<file path="src/rtl/sevenseg_pkg.sv">
// Shared types and default geometry for the seven-segment digit scanner.
package sevenseg_pkg;

    typedef logic [3:0] nibble_t;

    localparam int DEFAULT_NDIGITS     = 4;
    localparam int DEFAULT_REFRESH_DIV = 50000;

endpackage

</file>
<file path="src/rtl/refresh_tick.sv">
// Prescaler: counts 0..DIV-1 and flags the last count as the digit refresh tick.
module refresh_tick #(
    parameter int DIV = 50000
) (
    input  logic clk,
    input  logic reset,
    output logic tick
);

    localparam int CW = $clog2(DIV);
    localparam logic [CW-1:0] LAST = CW'(DIV - 1);

    logic [CW-1:0] cnt;

    assign tick = (cnt == LAST);

    // Explicit wrap so non-power-of-two dividers keep exact period.
    always_ff @(posedge clk) begin
        if (reset)     cnt <= '0;
        else if (tick) cnt <= '0;
        else           cnt <= cnt + 1'b1;
    end

endmodule

</file>
<file path="src/rtl/sevenseg_scan.sv">
// Time-multiplexed digit scanner feeding a seven-segment decoder; new values
// take effect only at frame boundaries. Define SEVENSEG_SCAN_BLANK_EN for leading-zero blanking.
module sevenseg_scan
    import sevenseg_pkg::*;
#(
    parameter int NDIGITS     = DEFAULT_NDIGITS,
    parameter int REFRESH_DIV = DEFAULT_REFRESH_DIV
) (
    input  logic                   clk,
    input  logic                   reset,
    input  logic                   load,
    input  logic [4*NDIGITS-1:0]   value,
    output logic [3:0]             num,
    output logic [NDIGITS-1:0]     an,
    output logic                   frame,
    output logic                   pending
);

    localparam int IW = $clog2(NDIGITS);
    localparam logic [IW-1:0] LAST_IDX = IW'(NDIGITS - 1);

    logic                        tick;
    logic                        boundary;
    logic [IW-1:0]               idx;
    logic [4*NDIGITS-1:0]        shadow;
    logic [4*NDIGITS-1:0]        display;
    logic [NDIGITS-1:0][3:0]     digs;
    logic [NDIGITS-1:0]          sel;
    logic [NDIGITS-1:0]          blank;
    nibble_t                     cur;

    refresh_tick #(.DIV(REFRESH_DIV)) u_tick (
        .clk   (clk),
        .reset (reset),
        .tick  (tick)
    );

    assign boundary = tick && (idx == LAST_IDX);

    always_ff @(posedge clk) begin
        if (reset) begin
            idx <= '0;
        end else if (tick) begin
            idx <= (idx == LAST_IDX) ? '0 : idx + 1'b1;
        end
    end

    always_ff @(posedge clk) begin
        if (reset) begin
            shadow  <= '0;
            display <= '0;
            pending <= 1'b0;
            frame   <= 1'b0;
        end else begin
            frame <= boundary;
            if (load && boundary) begin
                display <= value;
                shadow  <= value;
                pending <= 1'b0;
            end else if (load) begin
                shadow  <= value;
                pending <= 1'b1;
            end else if (boundary && pending) begin
                display <= shadow;
                pending <= 1'b0;
            end
        end
    end

    assign digs = display;
    assign cur  = digs[idx];
    assign num  = cur;
    assign sel  = NDIGITS'(1) << idx;

`ifdef SEVENSEG_SCAN_BLANK_EN
    // Digit i is dark when it and every more-significant nibble are zero; digit 0 always lit.
    always_comb begin
        logic allz;
        blank = '0;
        allz  = 1'b1;
        for (int i = NDIGITS - 1; i > 0; i--) begin
            allz     = allz && (digs[i] == 4'd0);
            blank[i] = allz;
        end
    end
`else
    assign blank = '0;
`endif

    assign an = ~sel | blank;

endmodule

</file>
<file path="config.mk">
export PLATFORM = sky130hd
export DESIGN_NAME = sevenseg_scan
export DESIGN_NICKNAME = d
export VERILOG_FILES = /design/src/rtl/sevenseg_pkg.sv /design/src/rtl/refresh_tick.sv /design/src/rtl/sevenseg_scan.sv
export SDC_FILE = /design/constraint.sdc
export NUM_CORES = 1
export LEC_CHECK = 0
export BUFFER_PORTS_ARGS = -buffer_cell sky130_fd_sc_hd__buf_2
export CORE_UTILIZATION = 64
export CTS_BUF_LIST = sky130_fd_sc_hd__clkbuf_4 sky130_fd_sc_hd__clkbuf_8
export DETAILED_ROUTE_END_ITERATION = 8
export PLACE_DENSITY_LB_ADDON = 0.25
export SYNTH_ARGS = -nofsm -noshare
export SYNTH_HDL_FRONTEND = slang
export SYNTH_SLANG_ARGS = --single-unit
</file>
<file path="constraint.sdc">
create_clock -name clk -period 4.3 [get_ports clk]
set_clock_uncertainty 0.05 [all_clocks]
set_input_delay 0.645 -clock clk [delete_from_list [all_inputs] [get_ports clk]]
set_output_delay 0.645 -clock clk [all_outputs]
set_load 0.005 [all_outputs]
</file>
# [Word level (Yosys, flattened, before mapping)]
# Index checks and enable logic that the tools add are counted.
[word_totals] register_bits=52 latchBits=0 ramBits=0 romBits=0 inputBits=19 output_inout_bits=10 elab_cells=33 n_memories=0
[op_classes] addsub=2 multipliers=0 n_div=0 n_lt_le_gt_ge=1 n_eq_ne=3 shift=1 n_mux=10 n_bitwise=1 n_reduce_logical=9
[op_table] op="$mux W16" count=5
[op_table] op="$add A16 B1 Y16 const B" count=1
[op_table] op="$eq A16 B16 Y1 const B" count=1
[op_table] op="$bmux W4 S2" count=1
[op_table] op="$reduce_bool A2 Y1" count=3
[op_table] op="$mux W4" count=1
[op_table] op="$not A4 Y4" count=1
[op_table] op="$reduce_or A2 Y1" count=2
[op_table] op="$shl A1 B2 Y4 const A" count=1
[op_table] op="$logic_and A1 B1 Y1" count=3
[op_table] op="$lt A2 B3 Y1 const B" count=1
[op_table] op="$add A2 B1 Y2 const B" count=1
[op_table] op="$eq A2 B2 Y1 const B" count=1
[op_table] op="$mux W1" count=2
[op_table] op="$mux W2" count=1
[op_table] op="$ne A2 B1 Y1 const B" count=1
[op_table] op="$reduce_and A2 Y1" count=1

# [Longest topological paths before layout]
[logic_depth] word_depth=6 mapped_depth=7 mapped_depth_nobuf=5

# [Modules after synthesis]
# A second synthesis with hierarchy kept.
[hier_totals] hier_cells=215 hier_area_um2=2272.2
[modules_own_cells] module="sevenseg_scan" n_inst=1 cells_each=134 area_per_inst_um2=1561.5
[modules_own_cells] module="refresh_tick" n_inst=1 cells_each=81 area_per_inst_um2=710.7

# [Worst setup path after synthesis]
# OpenSTA, ideal clock, no wires.
[synth_timing] path_kind="register to register" start="register u_tick.cnt[5]" end="register u_tick.cnt[10]" setup_ns=0.117 arrival_ns=1.844 required_ns=4.133 setup_slack_ns=2.289 stages_incl_launch_ff=6 synth_period_minus_slack_ns=2.011 path_cell_list="dfxtp_1 -> or4b_1 -> or4_4 -> nand2b_1 -> buf_2 -> nor2_1"
[synth_via] elab_chain_cells=2 elab_cells_between_ends=3
[synth_rtl] item="from (decl)" line_no="refresh_tick.sv:13" text="logic [CW-1:0] cnt;"
[synth_rtl] item="from (signal assigned)" line_no="refresh_tick.sv:21" text="else cnt <= cnt + 1'b1;"
[synth_rtl] item="parallel branches: the longest is 2 deep, another holds $add A16 B1 Y16"
# Parallel ways; which one is timed is not known.
# A chain may end at the register's enable or synchronous reset.

# [Worst setup path after layout]
[layout_timing] start="register u_tick.cnt[7]" end="register display[2] (netlist: digs[2])"
[layout_via] elab_chain_cells=5 elab_cells_between_ends=8
[layout_rtl] item="$eq A16 B16 Y1 (*)" line_no="refresh_tick.sv:15" text="assign tick = (cnt == LAST);"
[layout_rtl] item="$logic_and A1 B1 Y1 (*)" line_no="sevenseg_scan.sv:38" text="assign boundary = tick && (idx == LAST_IDX);"
[layout_rtl] item="$logic_and A1 B1 Y1 (on tied branches)" line_no="sevenseg_scan.sv:56, sevenseg_scan.sv:63"
[layout_rtl] item="$ne A2 B1 Y1 (no source line) / $reduce_bool A2 Y1 (equally long branches)"
[layout_rtl] item="$reduce_and A2 Y1 (no source line)"
[layout_rtl] item="to (signal assigned)" line_no="sevenseg_scan.sv:57" text="display <= value;"
[layout_rtl] item="to (signal assigned)" line_no="sevenseg_scan.sv:64" text="display <= shadow;"
[layout_rtl] item="to (decl)" line_no="sevenseg_scan.sv:26" text="logic [4*NDIGITS-1:0] display;"
# Every way passes the cells marked *; elsewhere a longest branch is shown, timed or not.

==> impl_metrics.yaml <==
status:
  outcome: "complete, no violations"
logic_synthesis:
  synth_cell_types: 32
  synthAdderAreaFrac: 0.02807
  synth_mux_area_frac: 0.1218
  synthesis.nets: 245
  synth_top_family_by_area: "simple AND/OR/NAND/NOR gates"
  seq_area_frac_synth: 0.4672
  synth_area_leaders: "dfxtp_1 47%, a22o_1 12%, mux2i_1 7.6%, nor2_1 5.7%, mux4_2 4.0%"
  synth_compound_area_frac: 0.1325
  synthXorXnorAreaFrac: 0.04716
  yosys_warnings: 0
  synth_area_sq_mm: 0.002228
  yosys.area.top_type: "dfxtp_1"
  ys_ff_latch: 52
  synthCells: 221
  synth.avg_cell_area_sq_um: 10.08
  synth-simple-area-share: 0.1628
  synth_top_area_share: 0.4672
finish:
  final_area_sq_mm: 0.002450
  drive_gt1_frac: 0.1844
  layout_common_cells: "52 x dfxtp_1, 34 x nor2_1, 30 x a22o_1"
  fin_nets: 267
  layout_commonest_cell: "dfxtp_1"
  diodes: 0
  area_delta_synth_final_pct: 9.938
  nFillCells: 263
timing:
  hold_viol_final: 0
  rsz0062_at_grt: "no"
  fmax_mhz: 390.0
  min_period_over_period: 0.5964
  fin_crit_ps: 2564
  finalSetupViolCount: 0
  worstMarginPinSlew_ps: 1163
  slew_headroom: 0.2245
  tns_ps: 0
  drv_slew: 0
grt:
  grt_pass1_vias: 1363
  grt_max_degree: 35
  gr-total-overflow: 0
  grt_antenna_before_repair: 0
  grtUsageTotal: 0.2388
  grt_pass1_wl_um: 6334
clock_network:
  tritoncts: "yes"
  cts_resized: 0
  clk_pin_slew_ps: 140
  cts-htree-levels: 2
  clock_latency_ps: 360
  holdBufCountCts: 0
  cts_root_buf: "clkbuf_4"
  clkSinkCount: 52
  max-clock-path-buffers: 2
  cts_made_buffers: 5
  post_cts_buffers: 0
placed_design:
  dp_hpwl_um: 2826
  routabilityCongestion: 0.8099
  numPortBuffers: 28
  placed_area_sq_mm: 0.002370
routing:
  drc_errors: 0
  ant_nets: 0
  wl_per_cell_um: 14.23
  num_vias: 1646
  via_per_inst: 5.676
  dr.pass1.iters: 4
  routed_wirelength_um: 4128
  drt_iter0_drc: 51
setup_path:
  reg2reg_to: "digs[2]"
  crit_fanout: 16
  cp-end-kind: "flop"
  r2r_start: "u_tick.cnt[7]"
  endpoint: "digs[2]"
  r2r_slack_ps: 1740
  rr_worst_depth: 4
  worstSetupStartpoint: "u_tick.cnt[7]"
  critPathRequiredTime_ps: 4580
  worstSetupPathType: "reg2reg"
  cp-start-kind: "flop"
  crit_arrival_ps: 2840
job:
  maxCapViolCount: 0
floorplanning:
  num_rows: 21
  die_y_um: 61.01
  die_area_sq_mm: 0.003722
  io_pins: 29
  die_x_um: 61.01
  core_sq_mm: 0.003337
  start_util: 0.6678
power_and_ir_drop:
  max-vdd-ir-drop_v: 0.0002469
  p_leak_nw: 0.9818
  power_density_mw_per_mm2: 339.7
hold_path:
  hold_path.class: "reg2reg"
  min_from: "u_tick.cnt[0]"
sequential cells by signal, indices dropped and copies added, names as in the netlist:
register	count
shadow	16
pending	1
frame	1
u_tick.cnt	16
digs	16
idx	2
per-stage QoR:
stage	util	hold WS (ps)	power, mW	setup WS (ps)	cells
global placement	0.7102	391.7	0.5658	1755	282
detailed placement	0.7102	408.8	0.5686	1709	282
CTS	0.7342	440.7	0.8383	1710	290
floorplan	-	375.6	0.5497	2289	221
global route	0.7342	464.8	0.8665	1476	290
finish	0.7342	438.5	0.8322	1736	290
where the power goes:
group          total (mW)  internal (mW)  switching [mW]
registers           0.501          0.494         0.00714
clock network       0.274          0.128           0.146
logic              0.0568         0.0259          0.0310
logic make-up (layout without fill, tap and decap cells):
group                    Yosys count  in the layout
AO/OA/AOI/OAI                     36             36
flip-flops                        52             52
buffers and inverters             22             45
multiplexers                      22             22
XOR/XNOR                          12             12
AND/OR/NAND/NOR                   72             72
adder cells (fa/ha/maj)            5              5
layout make-up:
cell class              instances  area [sq um]  area share
clock buffers                   6         45.04     0.01839
clock inverters                 2         35.03     0.01430
inverters                       9         33.78     0.01379
multi-input cells             147          1097      0.4479
flip-flops and latches         52          1041      0.4249
well taps                      46         57.56     0.02349
repair buffers                 28         140.1     0.05720
layer usage:
layer  track usage  up-vias  share of wire
li1              -      838              -
met1        0.3592      751           0.49
met2        0.3281       50           0.45
met3       0.06397        7          0.050
met4       0.08766        0          0.015
met5             0        -              0
cells in the mapped netlist (all sizes together):
cell,number
o31ai,1
or4b,2
a22o,30
clkbuf,6
inv,9
o21ai,1
nand2,5
mux2,1
or3,2
ha,5
nor3,5
a21oi,4
nor4,3
buf,7
nand4b,1
nand4,6
nor2,34
or4,2
dfxtp,52
mux4,4
xnor2,10
nand3,5
or2,2
mux2i,17
xor2,2
nor2b,3
nand2b,1
and3,1
worst max-delay path, cell delays in order (launching register included):
cell and delay, ps:
dfxtp_1 360, or4b_1 570, nor4_2 430, nor2b_1 870, a22o_1 250
worst min path at each step:
stage,to,slack [ps],depth (start not counted)
after floorplan,u_tick.cnt[0],380,1
after global placement,u_tick.cnt[0],390,1
after detailed placement,u_tick.cnt[0],410,1
after CTS,u_tick.cnt[0],440,1
after global routing,u_tick.cnt[0],460,1
final,u_tick.cnt[0],440,1
Note: power is estimated with default switching activity, not from simulation.
